--- src/rtl/vga_timing_gen.sv ---
// vga_timing_gen: VGA raster timing generator.
// Walks a pixel clock across a frame of display, front porch, sync and back porch
// segments (horizontally within a line, vertically within a frame). The pixel
// source sees a combinational request plus coordinates. Sync, blank and colour
// outputs are delayed to line up with the source's fixed read latency.
module vga_timing_gen #(
    parameter int RGB_WIDTH   = 10,
    parameter int H_DISPLAY   = 640,
    parameter int H_FRONT     = 16,
    parameter int H_SYNC      = 96,
    parameter int H_BACK      = 48,
    parameter int V_DISPLAY   = 480,
    parameter int V_FRONT     = 10,
    parameter int V_SYNC      = 2,
    parameter int V_BACK      = 33,
    parameter bit HSYNC_POL   = 1'b0,
    parameter bit VSYNC_POL   = 1'b0,
    parameter int PIX_LATENCY = 2,
    localparam int H_TOTAL    = H_DISPLAY + H_FRONT + H_SYNC + H_BACK,
    localparam int V_TOTAL    = V_DISPLAY + V_FRONT + V_SYNC + V_BACK,
    localparam int XW         = $clog2(H_TOTAL),
    localparam int YW         = $clog2(V_TOTAL)
) (
    input  logic                 clk,
    input  logic                 rst_n,
    input  logic                 enable,
    output logic                 pix_req,
    output logic [XW-1:0]        pix_x,
    output logic [YW-1:0]        pix_y,
    input  logic [RGB_WIDTH-1:0] pix_r,
    input  logic [RGB_WIDTH-1:0] pix_g,
    input  logic [RGB_WIDTH-1:0] pix_b,
    output logic [RGB_WIDTH-1:0] r,
    output logic [RGB_WIDTH-1:0] g,
    output logic [RGB_WIDTH-1:0] b,
    output logic                 hsync,
    output logic                 vsync,
    output logic                 blank_n,
    output logic                 sync_n,
    output logic                 frame_start,
    output logic                 line_start
);

    // Segment boundaries are held one bit wider than the counters so that an
    // end boundary equal to the total still fits and compares correctly.
    localparam logic [XW:0]   H_DISP_END = (XW+1)'(H_DISPLAY);
    localparam logic [XW:0]   H_SYNC_BEG = (XW+1)'(H_DISPLAY + H_FRONT);
    localparam logic [XW:0]   H_SYNC_END = (XW+1)'(H_DISPLAY + H_FRONT + H_SYNC);
    localparam logic [YW:0]   V_DISP_END = (YW+1)'(V_DISPLAY);
    localparam logic [YW:0]   V_SYNC_BEG = (YW+1)'(V_DISPLAY + V_FRONT);
    localparam logic [YW:0]   V_SYNC_END = (YW+1)'(V_DISPLAY + V_FRONT + V_SYNC);
    localparam logic [XW-1:0] H_LAST     = XW'(H_TOTAL - 1);
    localparam logic [YW-1:0] V_LAST     = YW'(V_TOTAL - 1);

    // Each pipeline stage carries {pix_req, vsync_active, hsync_active}.
    localparam int SW  = 3;
    localparam int SRW = SW * (PIX_LATENCY + 1);

    logic [XW-1:0]        h_cnt_q, h_cnt_d;
    logic [YW-1:0]        v_cnt_q, v_cnt_d;
    logic                 run_s;
    logic [XW:0]          h_ext_s;
    logic [YW:0]          v_ext_s;
    logic                 h_disp_s, v_disp_s;
    logic                 hs_raw_s, vs_raw_s, req_raw_s;
    logic                 line_first_s;
    logic [SW-1:0]        raw_s;
    logic [SRW-1:0]       chain_s;
    logic [SW-1:0]        dly_s;

    logic                 hsync_q, hsync_d;
    logic                 vsync_q, vsync_d;
    logic                 blank_n_q, blank_n_d;
    logic [RGB_WIDTH-1:0] r_q, r_d;
    logic [RGB_WIDTH-1:0] g_q, g_d;
    logic [RGB_WIDTH-1:0] b_q, b_d;

    // Markers and the pixel request are suppressed while reset is held so the
    // reset state shows no spurious frame_start at coordinate (0,0).
    assign run_s = enable & rst_n;

    // Next counter values: run while enabled, park at (0,0) while disabled.
    always_comb begin
        h_cnt_d = h_cnt_q;
        v_cnt_d = v_cnt_q;
        if (!enable) begin
            h_cnt_d = '0;
            v_cnt_d = '0;
        end else if (h_cnt_q == H_LAST) begin
            h_cnt_d = '0;
            if (v_cnt_q == V_LAST) begin
                v_cnt_d = '0;
            end else begin
                v_cnt_d = v_cnt_q + YW'(1);
            end
        end else begin
            h_cnt_d = h_cnt_q + XW'(1);
        end
    end

    // Horizontal and vertical position counters.
    always_ff @(posedge clk or negedge rst_n) begin
        if (!rst_n) begin
            h_cnt_q <= '0;
            v_cnt_q <= '0;
        end else begin
            h_cnt_q <= h_cnt_d;
            v_cnt_q <= v_cnt_d;
        end
    end

    // Segment decode from the current counter state.
    always_comb begin
        h_ext_s      = {1'b0, h_cnt_q};
        v_ext_s      = {1'b0, v_cnt_q};
        h_disp_s     = (h_ext_s < H_DISP_END);
        v_disp_s     = (v_ext_s < V_DISP_END);
        hs_raw_s     = run_s & (h_ext_s >= H_SYNC_BEG) & (h_ext_s < H_SYNC_END);
        vs_raw_s     = run_s & (v_ext_s >= V_SYNC_BEG) & (v_ext_s < V_SYNC_END);
        req_raw_s    = run_s & h_disp_s & v_disp_s;
        line_first_s = run_s & (h_cnt_q == '0);
    end

    assign pix_req     = req_raw_s;
    assign pix_x       = h_cnt_q;
    assign pix_y       = v_cnt_q;
    assign line_start  = line_first_s;
    assign frame_start = line_first_s & (v_cnt_q == '0);
    assign sync_n      = 1'b0;

    // Slice 0 of the chain is the undelayed decode; slice k is k clocks old.
    assign raw_s          = {req_raw_s, vs_raw_s, hs_raw_s};
    assign chain_s[SW-1:0] = raw_s;

    generate
        if (PIX_LATENCY > 0) begin : g_dly
            logic [SW*PIX_LATENCY-1:0] dly_q, dly_d;

            // Shift every slice up by one stage; the newest decode enters at the bottom.
            always_comb begin
                dly_d = chain_s[SW*PIX_LATENCY-1:0];
            end

            // Latency-matching delay line for sync and request.
            always_ff @(posedge clk or negedge rst_n) begin
                if (!rst_n) begin
                    dly_q <= '0;
                end else begin
                    dly_q <= dly_d;
                end
            end

            assign chain_s[SRW-1:SW] = dly_q;
        end
    endgenerate

    assign dly_s = chain_s[SRW-1 -: SW];

    // Output stage: polarity, blanking and colour gating from the delayed decode.
    always_comb begin
        hsync_d   = dly_s[0] ? HSYNC_POL : ~HSYNC_POL;
        vsync_d   = dly_s[1] ? VSYNC_POL : ~VSYNC_POL;
        blank_n_d = dly_s[2];
        if (dly_s[2]) begin
            r_d = pix_r;
            g_d = pix_g;
            b_d = pix_b;
        end else begin
            r_d = '0;
            g_d = '0;
            b_d = '0;
        end
    end

    // Registered DAC-side outputs.
    always_ff @(posedge clk or negedge rst_n) begin
        if (!rst_n) begin
            hsync_q   <= ~HSYNC_POL;
            vsync_q   <= ~VSYNC_POL;
            blank_n_q <= 1'b0;
            r_q       <= '0;
            g_q       <= '0;
            b_q       <= '0;
        end else begin
            hsync_q   <= hsync_d;
            vsync_q   <= vsync_d;
            blank_n_q <= blank_n_d;
            r_q       <= r_d;
            g_q       <= g_d;
            b_q       <= b_d;
        end
    end

    assign hsync   = hsync_q;
    assign vsync   = vsync_q;
    assign blank_n = blank_n_q;
    assign r       = r_q;
    assign g       = g_q;
    assign b       = b_q;

endmodule

--- config.mk ---
export PLATFORM = sky130hd
export DESIGN_NAME = vga_timing_gen
export DESIGN_NICKNAME = d
export VERILOG_FILES = /design/src/rtl/vga_timing_gen.sv
export SDC_FILE = /design/constraint.sdc
export NUM_CORES = 1
export LEC_CHECK = 0
export ABC_AREA = 1
export CORE_ASPECT_RATIO = 0.5
export CORE_UTILIZATION = 30
export DETAILED_ROUTE_END_ITERATION = 8
export PLACE_DENSITY_LB_ADDON = 0.08
export SLEW_MARGIN = 20
export SYNTH_ARGS = -nofsm -noshare
export SYNTH_HDL_FRONTEND = slang
export SYNTH_SLANG_ARGS = --single-unit
export TNS_END_PERCENT = 100
--- constraint.sdc ---
create_clock -name clk -period 1.6 [get_ports clk]
set_input_delay 0.32 -clock clk [delete_from_list [all_inputs] [get_ports clk]]
set_output_delay 0.32 -clock clk [all_outputs]
set_load 0.01 [all_outputs]
==> results.json <==
{
  "outcome": "complete, but fails checks",
  "violations": "negative setup slack",
  "powerDensity_mw_per_mm2": 909,
  "wl_per_cell_um": 11.7,
  "synth_seq_cells": 59,
  "hpwl_um": 4580,
  "ant_nets": 0,
  "wl_met3_um": 373,
  "required_ps": 1280,
  "drv_cap": 0,
  "path_class": "flip-flop to primary output",
  "setup_slack_ps": -212,
  "grt-ovfl-total": 0,
  "ctsHoldBuffers": 0,
  "dr_wl_met2_um": 2890,
  "arrival_ps": 1490,
  "initial_utilization": 0.315,
  "cpMaxStageDelayCell": "dfrtp_1",
  "cp-end-kind": "primary output",
  "vdd_drop_max_uv": 661,
  "core_mm2": 0.00817,
  "syn2layout_area_growth_pct": 67.1,
  "synth-main-ff-cell": "dfrtp_1",
  "setup_tns_ps": -265,
  "synthCells": 303,
  "worst_pin_slew_ps": 929,
  "drtIter0Drc": 93,
  "synth_edf_count": 0,
  "antenna_found_initial": 0,
  "layout.nets": 483,
  "yosysTopAreaCell": "dfrtp_1",
  "r2r_end": "pix_y[0]",
  "final_cell_count_no_fill": 563,
  "clock_skew_ps": 2.95,
  "slew_headroom": 0.381,
  "finish.utilization": 0.527,
  "num_rows": 23,
  "routed.top_layer": "met4",
  "post_dp_cell_area_mm2": 0.00386,
  "grt_max_degree": 60,
  "reg2reg_depth": 8,
  "max_stage_delay_ps": 400,
  "path_cells": "inv_2 -> ha_4 -> nand2_4 -> nor4_4 -> nand2_1 -> nor2_1 -> buf_2",
  "critical_path_depth": 7,
  "yosysSeqAreaShare": 0.574,
  "synth_nets": 340,
  "synth_area_leaders": "dfrtp_1 (55%), nand2_1 (12%), inv_1 (9.2%)",
  "die-area_mm2": 0.00899,
  "cts.path.max_buffers": 2,
  "port_buffers": 88,
  "yosys_warnings": 0,
  "layout-drive-gt1-share": 0.235,
  "track_usage": 0.159,
  "pin_count": 90,
  "gp_congestion": 0.819,
  "grt_pass1_vias": 2284,
  "root_buffer": "clkbuf_16",
  "fmax_mhz": 552,
  "grt_pass1_wl_um": 10800,
  "first_pass_iters": 4,
  "critical_path_buf_inv_count": 2,
  "cellLeakagePower_uw": 0.00237,
  "clock_sinks": 59,
  "reg2reg_from": "pix_x[0]",
  "die-height_um": 67.5,
  "fin_area_mm2": 0.00431,
  "crit_family": "flip-flops",
  "final_common_cell": "nand2_1",
  "async_reset_ff_frac": 1.00,
  "whs_ps": 165,
  "viasPerCell": 4.18,
  "place_inst": 538,
  "fin_crit_sh": 1.13,
  "synth_top_area_share": 0.553,
  "seq_area_mm2": 0.00148,
  "synth.cell_area_mm2": 0.00258,
  "m1WireLength_um": 3240,
  "hold_violations": 0,
  "multiInputGateArea_um2": 900,
  "start_kind": "flip-flop",
  "drc": 0,
  "insertion_delay_ps": 320,
  "num_vias": 2354,
  "antenna_cells": 0,
  "die_w_um": 133,
  "cts_tree": "yes",
  "ff2ff_setup_slack_ps": 110,
  "setup_viol": 2,
  "cts_made_buffers": 9,
  "fin_crit_ps": 1810,
  "syn_area_per_cell_um2": 8.51,
  "htree_num_levels": 3,
  "hp-class": "primary input to async pin",
  "worstPathMaxFanout": 2,
  "drt-total-wl_um": 6560,
  "synthDistinctLibCells": 29,
  "final_cell_mix": "nand2_1 (78), clkdlybuf4s50_1 (61), inv_1 (59)",
  "rsz0062_at_grt": "yes",
  "slew_viol_final": 0,
  "fill_cells": 772,
  "path_clk_slew_ps": 50
}
[routing by layer]
metal	vias up	global-route usage
met5	-	0
met2	66	0.251
met3	8	0.0563
met1	1096	0.202
met4	0	0.0661
li1	1184	-
[logic make-up after synthesis]
group | count (synthesis) | synth area share
DFF | 59 | 0.574
adders and majority gates | 4 | 0.0194
buffers and inverters | 72 | 0.115
AOI/OAI and AO/OA | 10 | 0.0262
other | 1 | 0.00145
and+or+nand+nor | 155 | 0.258
xor gates and xnor gates | 2 | 0.00680
[cells in the mapped netlist, types with 3 or more instances]
cell type and instances:
clkbuf_1 3, nor2_1 34, nand2_1 84, nand4_1 3, inv_1 63, nand3_1 19
o21ai_1 3, ha_1 4, dfrtp_1 57, nor3_1 3, nor2_2 3, o21ai_2 3
[per-stage QoR]
step / total power (µW) / setup WS, ps
after global routing: 4070 / -264
final: 3910 / -212
after detailed placement: 1900 / -521
after floorplan: 1670 / 125
after global placement: 1890 / -504
after CTS: 3990 / -328
[where the power goes]
part,internal (µW),total [µW],switching [µW],leakage [µW]
clock network,1400,2050,655,0.000156
registers,1530,1550,22.3,0.000794
logic,167,306,139,0.00142
total,3100,3910,817,0.00237
[how the worst max path moves through the flow]
| stage | end | startpoint |
|---|---|---|
| floorplan | frame_start | pix_y[0] |
| global placement | frame_start | enable |
| detailed placement | pix_req | enable |
| CTS | frame_start | pix_y[1] |
| global route | frame_start | pix_y[1] |
| finish | frame_start | pix_y[1] |
[worst register-to-register path, cell delays in order (launching register included)]
cell and delay [ps]:
dfrtp_1 370, buf_4 140, ha_1 220, nand3_1 130, nor2_2 50, nand2_2 110, nand2_8 110, buf_4 170
o21ai_2 110
[cell type report]
type,count,share of cell area
clock buffer,11,0.0563
clock inverter,5,0.0180
inverter,65,0.0578
multi-input combinational,172,0.209
sequential,59,0.344
tap,112,0.0325
timing repair buffer,139,0.283
[sequential cells by signal (all words and copies together), names as in the netlist, 6 cells and up]
signal       count
b               10
g               10
g_dly.dly_q      6
pix_x           10
pix_y           10
r               10
[repair_timing]
item	CTS	global route
buffers inserted	7	3
endpoints found under the setup margin	25	11
gates resized for setup	47	20
cloned	0	0
pin swaps	8	5
Note: power is estimated with default switching activity, not from simulation.
